===== src/rtl/parking_lane_scheduler_pkg.sv =====
// Shared constants and FSM encoding for the parking lane scheduler and its lane front-ends.
package parking_lane_scheduler_pkg;

  localparam int unsigned DefNumLanes  = 4;
  localparam int unsigned DefCapacity  = 16;
  localparam int unsigned DefCntW      = 5;
  localparam int unsigned DefOpenCycles = 8;

  typedef enum logic [1:0] {
    StIdle  = 2'b00,
    StOpen  = 2'b01,
    StClose = 2'b10
  } state_e;

endpackage


===== src/rtl/parking_lane_scheduler_if.sv =====
// Lane/gate bundle between the lane front-ends (master) and the scheduler (slave).
interface parking_lane_scheduler_if
  import parking_lane_scheduler_pkg::*;
#(
  parameter int unsigned NUM_LANES = DefNumLanes,
  parameter int unsigned CNT_W     = DefCntW
);

  logic [NUM_LANES-1:0] req;
  logic [NUM_LANES-1:0] req_entry;
  logic                 car_passed;
  logic [NUM_LANES-1:0] grant;
  logic                 gate_open;
  logic [NUM_LANES-1:0] done;
  logic                 timeout;
  logic [CNT_W-1:0]     occupancy;
  logic                 full;
  logic                 empty;

  modport master (
    output req, req_entry, car_passed,
    input  grant, gate_open, done, timeout, occupancy, full, empty
  );

  modport slave (
    input  req, req_entry, car_passed,
    output grant, gate_open, done, timeout, occupancy, full, empty
  );

endinterface


===== src/rtl/parking_lane_scheduler_rr_arbiter.sv =====
// Combinational round-robin pick: first eligible lane at or after the pointer, wrapping.
module parking_lane_scheduler_rr_arbiter #(
  parameter int unsigned NUM_LANES = 4,
  parameter int unsigned IdxW      = 2
) (
  input  logic [NUM_LANES-1:0] elig_i,
  input  logic [IdxW-1:0]      ptr_i,
  output logic [NUM_LANES-1:0] gnt_o,
  output logic [IdxW-1:0]      idx_o,
  output logic                 valid_o
);

  logic            found;
  logic [IdxW-1:0] k;

  always_comb begin
    gnt_o = '0;
    idx_o = '0;
    found = 1'b0;
    k     = '0;
    for (int unsigned i = 0; i < NUM_LANES; i++) begin
      k = IdxW'((32'(ptr_i) + i) % NUM_LANES);
      if (!found && elig_i[k]) begin
        found    = 1'b1;
        gnt_o[k] = 1'b1;
        idx_o    = k;
      end
    end
  end

  assign valid_o = |elig_i;

endmodule


===== src/rtl/parking_lane_scheduler.sv =====
// Shares one barrier gate and occupancy counter between lanes: arbitrate, open, await car or
// timeout, then update occupancy.
module parking_lane_scheduler
  import parking_lane_scheduler_pkg::*;
#(
  parameter int unsigned NUM_LANES   = DefNumLanes,
  parameter int unsigned CAPACITY    = DefCapacity,
  parameter int unsigned CNT_W       = DefCntW,
  parameter int unsigned OPEN_CYCLES = DefOpenCycles
) (
  input logic                    clk,
  input logic                    reset,
  parking_lane_scheduler_if.slave bus
);

  localparam int unsigned IdxW   = (NUM_LANES > 1) ? $clog2(NUM_LANES) : 1;
  localparam int unsigned TimerW = $clog2(OPEN_CYCLES + 1);

  state_e               state_q;
  logic [NUM_LANES-1:0] grant_q;
  logic [NUM_LANES-1:0] done_q;
  logic                 gate_open_q;
  logic                 timeout_q;
  logic [CNT_W-1:0]     occ_q;
  logic [IdxW-1:0]      ptr_q;
  logic [IdxW-1:0]      win_q;
  logic                 dir_q;
  logic [TimerW-1:0]    timer_q;

  logic                 full;
  logic                 empty;
  logic [NUM_LANES-1:0] elig;
  logic [NUM_LANES-1:0] arb_gnt;
  logic [IdxW-1:0]      arb_idx;
  logic                 arb_valid;

  assign full  = (occ_q == CNT_W'(CAPACITY));
  assign empty = (occ_q == '0);

  // Masking at the request keeps occupancy inside [0, CAPACITY] without saturation logic.
  always_comb begin
    elig = '0;
    for (int unsigned i = 0; i < NUM_LANES; i++) begin
      elig[i] = bus.req[i] & (bus.req_entry[i] ? !full : !empty);
    end
  end

  parking_lane_scheduler_rr_arbiter #(
    .NUM_LANES (NUM_LANES),
    .IdxW      (IdxW)
  ) u_arb (
    .elig_i  (elig),
    .ptr_i   (ptr_q),
    .gnt_o   (arb_gnt),
    .idx_o   (arb_idx),
    .valid_o (arb_valid)
  );

  always_ff @(posedge clk or posedge reset) begin
    if (reset) begin
      state_q     <= StIdle;
      grant_q     <= '0;
      done_q      <= '0;
      gate_open_q <= 1'b0;
      timeout_q   <= 1'b0;
      occ_q       <= '0;
      ptr_q       <= '0;
      win_q       <= '0;
      dir_q       <= 1'b0;
      timer_q     <= '0;
    end else begin
      done_q    <= '0;
      timeout_q <= 1'b0;
      unique case (state_q)
        StIdle: begin
          if (arb_valid) begin
            win_q       <= arb_idx;
            dir_q       <= bus.req_entry[arb_idx];
            grant_q     <= arb_gnt;
            gate_open_q <= 1'b1;
            timer_q     <= '0;
            state_q     <= StOpen;
          end
        end
        StOpen: begin
          // car_passed takes priority over the final timer cycle.
          if (bus.car_passed) begin
            done_q      <= grant_q;
            occ_q       <= dir_q ? occ_q + CNT_W'(1) : occ_q - CNT_W'(1);
            grant_q     <= '0;
            gate_open_q <= 1'b0;
            state_q     <= StClose;
          end else if (timer_q == TimerW'(OPEN_CYCLES - 1)) begin
            timeout_q   <= 1'b1;
            grant_q     <= '0;
            gate_open_q <= 1'b0;
            state_q     <= StClose;
          end else begin
            timer_q <= timer_q + TimerW'(1);
          end
        end
        StClose: begin
          ptr_q   <= (win_q == IdxW'(NUM_LANES - 1)) ? '0 : win_q + IdxW'(1);
          state_q <= StIdle;
        end
        default: state_q <= StIdle;
      endcase
    end
  end

  assign bus.grant     = grant_q;
  assign bus.gate_open = gate_open_q;
  assign bus.done      = done_q;
  assign bus.timeout   = timeout_q;
  assign bus.occupancy = occ_q;
  assign bus.full      = full;
  assign bus.empty     = empty;

endmodule

===== src/flat_wrapper.sv =====
// flat-port wrapper written by rule: the top's interface ports become plain ports
module parking_lane_scheduler_flat import parking_lane_scheduler_pkg::*;
#(
  parameter int unsigned NUM_LANES   = DefNumLanes,
  parameter int unsigned CAPACITY    = DefCapacity,
  parameter int unsigned CNT_W       = DefCntW,
  parameter int unsigned OPEN_CYCLES = DefOpenCycles
)
  (clk, reset, bus_req, bus_req_entry, bus_car_passed, bus_grant, bus_gate_open, bus_done, bus_timeout, bus_occupancy, bus_full, bus_empty);
  parking_lane_scheduler_if #(.NUM_LANES(NUM_LANES), .CNT_W(CNT_W)) bus_i ();
  input logic clk;
  input logic reset;
  input wire logic [$bits(bus_i.req)-1:0] bus_req;
  input wire logic [$bits(bus_i.req_entry)-1:0] bus_req_entry;
  input wire logic [$bits(bus_i.car_passed)-1:0] bus_car_passed;
  output wire logic [$bits(bus_i.grant)-1:0] bus_grant;
  output wire logic [$bits(bus_i.gate_open)-1:0] bus_gate_open;
  output wire logic [$bits(bus_i.done)-1:0] bus_done;
  output wire logic [$bits(bus_i.timeout)-1:0] bus_timeout;
  output wire logic [$bits(bus_i.occupancy)-1:0] bus_occupancy;
  output wire logic [$bits(bus_i.full)-1:0] bus_full;
  output wire logic [$bits(bus_i.empty)-1:0] bus_empty;
  assign bus_i.req = bus_req;
  assign bus_i.req_entry = bus_req_entry;
  assign bus_i.car_passed = bus_car_passed;
  assign bus_grant = bus_i.grant;
  assign bus_gate_open = bus_i.gate_open;
  assign bus_done = bus_i.done;
  assign bus_timeout = bus_i.timeout;
  assign bus_occupancy = bus_i.occupancy;
  assign bus_full = bus_i.full;
  assign bus_empty = bus_i.empty;
  parking_lane_scheduler #(.NUM_LANES(NUM_LANES), .CAPACITY(CAPACITY), .CNT_W(CNT_W), .OPEN_CYCLES(OPEN_CYCLES)) u_core (.clk(clk), .reset(reset), .bus(bus_i));
endmodule

===== config.mk =====
export PLATFORM = sky130hd
export DESIGN_NAME = parking_lane_scheduler_flat
export DESIGN_NICKNAME = d
export VERILOG_FILES = /design/src/rtl/parking_lane_scheduler_pkg.sv /design/src/rtl/parking_lane_scheduler_if.sv /design/src/rtl/parking_lane_scheduler_rr_arbiter.sv /design/src/rtl/parking_lane_scheduler.sv /design/src/flat_wrapper.sv
export SDC_FILE = /design/constraint.sdc
export NUM_CORES = 1
export LEC_CHECK = 0
export CAP_MARGIN = 20
export CORE_ASPECT_RATIO = 0.6
export CORE_MARGIN = 3
export CORE_UTILIZATION = 30
export CTS_CLUSTER_SIZE = 30
export DETAILED_ROUTE_END_ITERATION = 10
export GPL_ROUTABILITY_DRIVEN = 1
export GPL_TIMING_DRIVEN = 0
export PLACE_DENSITY = 0.53
export SYNTH_ARGS = -nofsm -noshare
export SYNTH_HDL_FRONTEND = slang
export SYNTH_SLANG_ARGS = --single-unit

===== constraint.sdc =====
create_clock -name clk -period 4.55 [get_ports clk]
set_clock_uncertainty 0.1 [all_clocks]
set_input_delay 0.455 -clock clk [delete_from_list [all_inputs] [get_ports clk]]
set_output_delay 0.455 -clock clk [all_outputs]
set_load 0.01 [all_outputs]

==> results by group, run 1 <==
Outcome
  – Outcome: completed

Floorplanning
  – Num ports: 28
  – Die Span X: 112.8 um
  – Core ar.: 0.006359 mm^2
  – Initial Util: 32.31%
  – Die ar.: 0.007910 mm^2
  – Die Height: 70.10 um
  – Std-Cell Rows: 22

GRT
  – Total track usage: 13.51%
  – M3 GR Usage: 2.857%
  – Grt met1 use: 23.29%
  – Pin count of the biggest net entering global routing: 27
  – Number of global-route vias before repair: 1,722
  – Global route hottest layer: met1
  – M2 GR Usage: 16.40%
  – First-pass GRT wire length: 8790 um
  – Initial antenna violation count: 0
  – Global route overflow: 0

Place
  – Gpl congestion: 0.8495
  – Post-DP HPWL: 4168 um
  – Port bufs: 26

Cells and area
  – Final Net Count: 299
  – ANT cells: 0
  – Filler cells: 639
  – Share of layout cells above drive strength 1: 6.227%
  – Layout area overhead: 23.45%

STA
  – Final Max Tran Viols: 0
  – Fin crit period: 4.174 ns
  – Final hold vios: 0
  – Setup_tns: 0 ns
  – Worst slew pin tran: 0.9052 ns
  – Final setup viols: 0
  – Fmax: 239.6 MHz
  – Crit share post-route: 91.74%
  – Hold_ws: 0.3147 ns
  – Relative slew margins: 39.09%
  – RSZ-0062 raised after global routing: false

Clock tree
  – Later-pin clock latency in the skew report: 0.26 ns
  – Clk buf depth: 2
  – CTS root buf: clkbuf_16
  – CTS tree: yes
  – Num Clock Sinks: 26
  – H-tree depth: 1
  – Clock slew at reported path FFs: 0.06 ns
  – Post-cts resize count: 0
  – Post-CTS Hold Buffers: 0
  – Post-CTS setup buffers: 0
  – Inserted Clock Buffers: 3

Hold path
  – Type of the worst min-delay path: in2async

Critical path
  – Critical Path End Type: flip-flop
  – Startpoint class of the critical path: flip-flop
  – Critical path depth: 11
  – Top cell by count, worst path: o21ai_0
  – Worst path cell trace: clkbuf_1, clkinv_1, ha_1, clkbuf_1, nand2b_1, o221ai_1, a211oi_1, o21ai_0, o21ai_0, a211oi_1, o21ai_0
  – Crit path buffers/inverters: 3
  – CP delay by family, top: compound AO/OA/AOI/OAI gates
  – Max incr delay on CP: 0.76 ns
  – CP Class: reg2reg
  – CP Max Fanout: 12
  – Crit path DAT: 4.24 ns
  – Reg2reg path depth: 11
  – Crit-path slowest cell: a211oi_1
  – Required time of the worst setup path: 4.62 ns

Logic synthesis
  – Synth area leader: dfrtp_1
  – Sequential element share of the synthesized area: 31.67%
  – Syn. warnings: 0
  – Top FF cell, synth: dfrtp_1
  – EDFF count, synth: 0
  – Post-synthesis async set-or-reset flop share: 100.0%
  – Post-synth top cells: dfrtp_1 (26), nand2_1 (24), o21ai_0 (20)
  – Syn Area/Cell: 8.490 um^2
  – Cell area after synthesis: 0.002054 mm^2
  – Seq cells post-synth: 26
  – Yosys cell types: 51
  – Area contributors post-synth: dfrtp_1 (32%), ha_1 (7.9%), o21ai_0 (4.9%)
  – Mapped Cells: 242
  – Net count after synthesis: 267
  – Top cell type's share of synthesized area: 31.67%
  – Top-count cell post-synth: dfrtp_1

Route
  – First-pass DRT Iterations: 4
  – Routed wire per std cell: 14.95 um
  – Vias after detailed routing: 1,895
  – Remaining DRCs: 0
  – Vias per cell: 5.308
  – Drt total wl: 5338 um
  – DR iter-0 viols: 151
  – Antenna-violating nets left: 0

Power and ir drop
  – Leak: 0.001047 uW
  – Worst vdd ir: 0.3015 mV
  – Pwr Density: 712.0 mW/mm^2

Job
  – Reported max-cap violation count: 0
[logic make-up after synthesis]
kind of cell | share of synthesized area (%)
AND/OR/NAND/NOR | 22.17
AO/OA/AOI/OAI | 24.24
buffers and inverters | 5.359
flip-flops | 31.67
adder cells (fa/ha/maj) | 8.892
XOR/XNOR | 3.411
multiplexers | 4.263
[per-layer routing]
metal,share of wire [%],vias up
li1,-,948
met1,57,894
met2,37,49
met3,5.5,4
met4,0.77,0
met5,0,-
[state kept, by name (all words and copies together), names as in the netlist]
register / count
u_core.bus.occupancy: 5
u_core.bus.gate_open: 1
u_core.bus.grant: 4
u_core.bus.done: 4
u_core.dir_q: 1
u_core.state_q: 2
u_core.win_q: 2
u_core.ptr_q: 2
u_core.bus.timeout: 1
u_core.timer_q: 4
[report_power, final]
group | switching [uW] | leakage [uW] | total [uW] | internal [uW]
clock | 78.3 | 0.0000442 | 213 | 135
sequential | 97.8 | 0.000336 | 411 | 313
combinational | 683 | 0.000667 | 1180 | 499
[layout make-up]
| class | count | area (um^2) | area share (%) |
|---|---|---|---|
| clock buffers | 4 | 88.84 | 3.503 |
| well taps | 84 | 105.1 | 4.144 |
| multi-input cells | 187 | 1294 | 51.01 |
| inverters | 20 | 75.07 | 2.960 |
| repair buffers | 27 | 287.8 | 11.35 |
| plain buffers | 9 | 35.03 | 1.381 |
| flip-flops and latches | 26 | 650.6 | 25.65 |
[placed cells by master, fill, tap and decap left out, types with 8 or more instances in the layout]
cell and n:
nor2_1 8, clkdlybuf4s50_1 26, a21oi_1 12, o21ai_0 20
nand2_1 24, ha_1 13, nand2b_1 8, nand3_1 10
clkbuf_1 8, dfrtp_1 26, inv_1 19, and2_1 8
[metrics by stage]
step                      total power [uW]  utilization [%]  cells  area [um^2]  worst slack, ns
after floorplan                       1238                -    242         2054            1.143
after CTS                             1803            39.45    356         2509           0.4686
after global placement                1580            38.06    352         2420           0.5056
after detailed placement              1580            38.06    352         2420           0.5015
after global routing                  1977            39.89    357         2536          0.02858
final                                 1806            39.89    357         2536           0.3758
[final timing paths]
kind / startpoint / end / slack (ns)
worst max-delay path: u_core.ptr_q[0] / u_core.bus.grant[1] / 0.38
worst min-delay path: reset / u_core.bus.done[2] / 0.31
worst max register to register: u_core.ptr_q[0] / u_core.bus.grant[1] / 0.38
worst min register to register: u_core.bus.gate_open / u_core.bus.gate_open / 0.38
max in group asynchronous: reset / u_core.timer_q[1] / 3.65
min in group clk: u_core.bus.gate_open / u_core.bus.gate_open / 0.38
Power figures use the tool's default switching activity.
==> inputs of run 2 (changes only) <==
Settings changed: RECOVER_POWER from default to 100.
==> run 2 against run 1 <==
  * First-iteration DRC count up 3.3%
  * Hold slack better by 0.066 ns
  * Routed wire length about the same
  * Total power down 1.7%
  * Flip-flop and latch count unchanged
  * Utilization down 0.45 points
  * Setup slack worse by 0.0051 ns
  * Maximum frequency down 0.12%
  * Global-route usage unchanged
  * Register-to-register slack about the same
  * Clock-buffer cell count unchanged
==> results by group, run 2 (synthesis gave the netlist of run 1 again) <==
Critical path
  – Max incr delay on CP: 0.59 ns (-0.17 ns)
  – CP Max Fanout: 12 (unchanged)
  – Worst reg2reg setup slack: 0.37 ns (about the same)
  – Reg-to-reg endpoint: u_core.dir_q
  – Top cell by count, worst path: clkbuf_1
  – R2r startpoint: u_core.ptr_q[0]
  – Required time of the worst setup path: 4.59 ns (-0.03 ns)
  – Worst path cell trace: clkbuf_1, clkinv_1, ha_1, clkbuf_1, nand2_1, o221ai_1, a211oi_1, or4_1, a21o_1, a2111oi_2, o31ai_1
  – Startpoint class of the critical path: flip-flop
  – Critical Path End Type: flip-flop
  – Reg2reg path depth: 11 (unchanged)
  – Crit path DAT: 4.22 ns (-0.02 ns)
  – CP Class: reg2reg
  – Crit-path slowest cell: or4_1

STA
  – Hold_ws: 0.3809 ns (+0.06615 ns)
  – Post-route setup slack: 0.3707 ns (-0.005139 ns)
  – Final Max Tran Viols: 0 (unchanged)
  – RSZ-0062 raised after global routing: false
  – Fmax: 239.3 MHz (-0.12%)
  – Fin crit period: 4.179 ns (+0.005139 ns)
  – Final hold vios: 0 (unchanged)
  – Setup_tns: 0 ns (unchanged)
  – Final setup viols: 0 (unchanged)
  – Worst slew pin tran: 1.274 ns (+0.3684 ns)
  – Crit share post-route: 91.85% (+0.11 points)
  – Relative slew margins: 15.09% (-24 points)

Power and ir drop
  – Worst vdd ir: 0.2944 mV (-2.4%)
  – Leak: 0.001066 uW (+1.8%)
  – Pwr Density: 707.9 mW/mm^2 (-0.58%)
  – Power Total: 1775 uW (-1.7%)

Cells and area
  – Largest register FFs: 5 (unchanged)
  – Most frequent cells in the layout: dfrtp_1 (26), nand2_1 (24), o21ai_0 (20), inv_1 (19), dlygate4sd3_1 (19)
  – Most common cell after layout, fill and taps aside: dfrtp_1
  – ANT cells: 0 (unchanged)
  – Final Net Count: 299 (unchanged)
  – Layout area overhead: 22.05%
  – Share of layout cells above drive strength 1: 5.128% (-1.1 points)

Outcome
  – Outcome: completed

Route
  – Remaining DRCs: 0 (unchanged)
  – Antenna-violating nets left: 0 (unchanged)
  – First-pass DRT Iterations: 4 (unchanged)
  – Vias per cell: 5.294 (-0.26%)
  – DR iter-0 viols: 156 (+3.3%)
  – Vias after detailed routing: 1,890 (-0.26%)
  – Routed wire per std cell: 14.95 um (about the same)
  – Drt total wl: 5337 um (about the same)

GRT
  – M2 GR Usage: 16.40% (unchanged)
  – Total track usage: 13.51% (unchanged)
  – M3 GR Usage: 2.857% (unchanged)
  – Grt met1 use: 23.29% (unchanged)
  – Initial antenna violation count: 0 (unchanged)
  – Number of global-route vias before repair: 1,722 (unchanged)
  – Global route overflow: 0 (unchanged)
  – Global route hottest layer: met1
  – Pin count of the biggest net entering global routing: 27 (unchanged)
  – First-pass GRT wire length: 8790 um (unchanged)

Clock tree
  – H-tree depth: 1 (unchanged)
  – Inserted Clock Buffers: 3 (unchanged)
  – Post-CTS Hold Buffers: 0 (unchanged)
  – Num Clock Sinks: 26 (unchanged)
  – Later-pin clock latency in the skew report: 0.26 ns (about the same)
  – Clock slew at reported path FFs: 0.06 ns (about the same)
  – Clk buf depth: 2 (unchanged)
  – Post-cts resize count: 0 (unchanged)
  – CTS tree: yes
  – CTS root buf: clkbuf_16
  – Post-CTS setup buffers: 0 (unchanged)

Floorplanning
  – Num ports: 28 (unchanged)
  – Std-Cell Rows: 22 (unchanged)
  – Die Height: 70.10 um (unchanged)
  – Die Span X: 112.8 um (unchanged)
  – Core ar.: 0.006359 mm^2 (unchanged)
  – Initial Util: 32.31% (unchanged)
  – Die ar.: 0.007910 mm^2 (unchanged)

Place
  – Post-DP HPWL: 4168 um (unchanged)
  – Gpl congestion: 0.8495 (unchanged)
  – Dpl ws: 0.5015 ns (unchanged)
  – Port bufs: 26 (unchanged)

Hold path
  – Type of the worst min-delay path: reg2reg
  – Hold path startpoint: u_core.bus.gate_open
  – Worst Hold End: u_core.bus.gate_open
  – Hold-critical path depth: 2

Job
  – Reported max-cap violation count: 0 (unchanged)
-- run 2: layer usage --
metal	vias to the layer above	part of all wire (%)	wire, um
met4	0	0.77	41
li1	943	-	-
met1	892	57	3056
met2	51	37	1951
met5	-	0	0
met3	4	5.4	288
-- run 2: how the worst max path moves through the flow --
stage | startpoint | end | slack, ns | cells past startpoint
floorplan | u_core.ptr_q[0] | u_core.dir_q | 1.14 | 12
global placement | u_core.ptr_q[0] | u_core.dir_q | 0.51 | 12
detailed placement | u_core.ptr_q[0] | u_core.dir_q | 0.50 | 11
CTS | u_core.ptr_q[0] | u_core.dir_q | 0.47 | 11
global route | u_core.ptr_q[0] | u_core.dir_q | 0.06 | 11
finish | u_core.ptr_q[0] | u_core.dir_q | 0.37 | 11
-- run 2: through the flow --
stage          cell area, um^2  utilization (%)  std cells
2_1_floorplan             2054                -        242
3_3_place_gp              2420            38.06        352
3_5_place_dp              2420            38.06        352
4_1_cts                   2509            39.45        356
5_1_grt                   2507            39.43        357
6_report                  2507            39.43        357
-- run 2: power by group --
part	switching (uW)	internal [uW]
clock network	78.3	135
logic	681	473
registers	95.7	313
-- run 2: layout make-up --
class / instances / area [um^2]
multi-input cells: 187 / 1290
clock buffers: 4 / 88.84
fillers: 645 / 3851
inverters: 20 / 75.07
flip-flops and latches: 26 / 650.6
plain buffers: 9 / 33.78
repair buffers: 27 / 264.0
well taps: 84 / 105.1
-- run 2: critical path, delay by kind of cell, from the launching register on --
kind,cells,cell delay (ns)
compound gates,5,1.26
flops,1,0.45
fa+ha+maj,1,0.44
buf+inv,3,1.08
simple gates,2,0.72
==> inputs of run 3 (changes only) <==
--- a/config.mk
+++ b/config.mk
@@ -10,3 +10,3 @@
 export CORE_MARGIN = 3
-export CORE_UTILIZATION = 30
+export CORE_UTILIZATION = 45
 export CTS_CLUSTER_SIZE = 30
@@ -15,3 +15,3 @@
 export GPL_TIMING_DRIVEN = 0
-export PLACE_DENSITY = 0.53
+export PLACE_DENSITY = 0.72
 export RECOVER_POWER = 100
--- a/constraint.sdc
+++ b/constraint.sdc
@@ -4,2 +4,2 @@
 set_output_delay 0.455 -clock clk [all_outputs]
-set_load 0.01 [all_outputs]
+set_load 0.02 [all_outputs]
==> run 3 against run 2 <==
  * Cell area is 2.7% lower
  * Critical path type unchanged
  * Maximum frequency fell by 0.18%
  * Largest cell class unchanged
  * First-iteration DRC count shrank 3.8%
==> results by group, run 3 (synthesis gave the netlist of run 1 again) <==
Outcome
  – Outcome: completed

GRT
  – M2 GR Usage: 24.39% (+8.0 points)
  – Global route hottest layer: met1
  – First-pass GRT wire length: 8487 um (-3.4%)
  – Pin count of the biggest net entering global routing: 27 (unchanged)
  – Grt met1 use: 33.60% (+10 points)
  – Initial antenna violation count: 0 (unchanged)
  – Total track usage: 20.01% (+6.5 points)
  – Number of global-route vias before repair: 1,669 (-3.1%)
  – Global route overflow: 0 (unchanged)
  – M3 GR Usage: 5.364% (+2.5 points)

Route
  – Remaining DRCs: 0 (unchanged)
  – Drt total wl: 4989 um (-6.5%)
  – Antenna-violating nets left: 0 (unchanged)
  – Vias per cell: 5.838 (+10%)
  – First-pass DRT Iterations: 5 (+1)
  – Vias after detailed routing: 1,944 (+2.9%)
  – DR iter-0 viols: 150 (-3.8%)
  – Routed wire per std cell: 14.98 um (+0.22%)

Cells and area
  – ANT cells: 0 (unchanged)
  – Layout area overhead: 18.76%
  – Final core occ: 57.32% (+18 points)
  – Largest register FFs: 5 (unchanged)
  – Share of layout cells above drive strength 1: 4.762% (-0.37 points)
  – Most frequent cells in the layout: dfrtp_1 (26), nand2_1 (24), o21ai_0 (20), dlygate4sd3_1 (20), inv_1 (19)
  – Most common cell after layout, fill and taps aside: dfrtp_1
  – Filler cells: 382 (-41%)
  – Final Net Count: 299 (unchanged)

Floorplanning
  – Std-Cell Rows: 18 (-18%)
  – Die Span X: 93.23 um (-17%)
  – Initial Util: 48.27% (+16 points)
  – Die Height: 58.34 um (-17%)
  – Die ar.: 0.005439 mm^2 (-31%)
  – Num ports: 28 (unchanged)
  – Core ar.: 0.004257 mm^2 (-33%)

Critical path
  – CP Max Fanout: 12 (unchanged)
  – Required time of the worst setup path: 4.60 ns (about the same)
  – Reg2reg path depth: 12 (+1)
  – Worst reg2reg setup slack: 0.36 ns (about the same)
  – Startpoint class of the critical path: flip-flop
  – R2r startpoint: u_core.ptr_q[0]
  – Crit path DAT: 4.24 ns (+0.02 ns)
  – Reg-to-reg endpoint: u_core.dir_q
  – Critical Path End Type: flip-flop
  – CP Class: reg2reg

Clock tree
  – CTS root buf: clkbuf_8
  – Inserted Clock Buffers: 3 (unchanged)
  – Post-cts resize count: 0 (unchanged)
  – CTS tree: yes
  – Clk buf depth: 2 (unchanged)
  – Post-CTS setup buffers: 0 (unchanged)
  – Clock slew at reported path FFs: 0.09 ns (+0.03 ns)
  – H-tree depth: 1 (unchanged)
  – Later-pin clock latency in the skew report: 0.27 ns (about the same)
  – Num Clock Sinks: 26 (unchanged)
  – Post-CTS Hold Buffers: 0 (unchanged)

Power and ir drop
  – Leak: 0.001053 uW (-1.1%)
  – Pwr Density: 709.4 mW/mm^2 (+0.22%)
  – Worst vdd ir: 0.4242 mV (+44%)

STA
  – Crit share post-route: 92.01% (+0.16 points)
  – Final hold vios: 0 (unchanged)
  – Setup_tns: 0 ns (unchanged)
  – Final setup viols: 0 (unchanged)
  – Relative slew margins: 15.13% (+0.038 points)
  – Hold_ws: 0.3667 ns (-0.01416 ns)
  – Worst slew pin tran: 1.273 ns (-0.0005670 ns)
  – Final Max Tran Viols: 0 (unchanged)
  – Fmax: 238.9 MHz (-0.18%)
  – Fin crit period: 4.187 ns (+0.007333 ns)
  – RSZ-0062 raised after global routing: false

Place
  – Post-DP HPWL: 3960 um (-5.0%)
  – Port bufs: 26 (unchanged)
  – Gpl congestion: 0.8790 (+3.5%)

Job
  – Reported max-cap violation count: 0 (unchanged)

Hold path
  – Type of the worst min-delay path: in2async
==> run 3: worst max-delay path by stage <==
stage / start / to / slack (ns)
final: u_core.ptr_q[0] / u_core.dir_q / 0.36
after global routing: u_core.ptr_q[0] / u_core.dir_q / 0.05
after CTS: u_core.ptr_q[0] / u_core.dir_q / 0.53
after detailed placement: u_core.ptr_q[0] / u_core.dir_q / 0.56
after global placement: u_core.ptr_q[0] / u_core.dir_q / 0.57
after floorplan: u_core.ptr_q[0] / u_core.dir_q / 1.14
==> run 3: power by group <==
group	switching, uW	internal [uW]
Sequential	93.8	313
Clock	71.0	77.4
Combinational	707	469
Total	872	859
==> run 3: cell type report <==
| type | count | area (um^2) | share of cell area [%] |
|---|---|---|---|
| buffer | 9 | 35.03 | 1.436 |
| clock buffer | 4 | 55.05 | 2.256 |
| inverter | 20 | 75.07 | 3.077 |
| multi-input combinational | 187 | 1285 | 52.67 |
| sequential | 26 | 650.6 | 26.67 |
| tap | 60 | 75.07 | 3.077 |
| timing repair buffer | 27 | 264.0 | 10.82 |
==> run 3: per-stage QoR <==
step	instance area [um^2]	instances	setup slack, ns	power, uW
global placement	2390	328	0.5651	1580
global route	2440	333	0.05213	1900
CTS	2445	332	0.5305	1758
finish	2440	333	0.3633	1731
floorplan	2054	242	1.143	1270
detailed placement	2390	328	0.5553	1603
==> run 3: worst max-delay path: stages, from the launching register on <==
cell       delay, ns
dfrtp_1         0.45
clkbuf_1        0.32
clkinv_1        0.43
ha_1            0.43
clkbuf_1        0.32
mux2_2          0.23
a21oi_1         0.08
and3_1          0.20
clkbuf_1        0.16
or4_1           0.61
a21o_1          0.22
a2111oi_1       0.41
o31ai_1         0.11
==> run 3: routing by layer <==
metal | wire length (um) | part of all wire [%]
met5 | 0 | 0
met4 | 36 | 0.72
met3 | 408 | 8.2
met2 | 1889 | 38
met1 | 2654 | 53
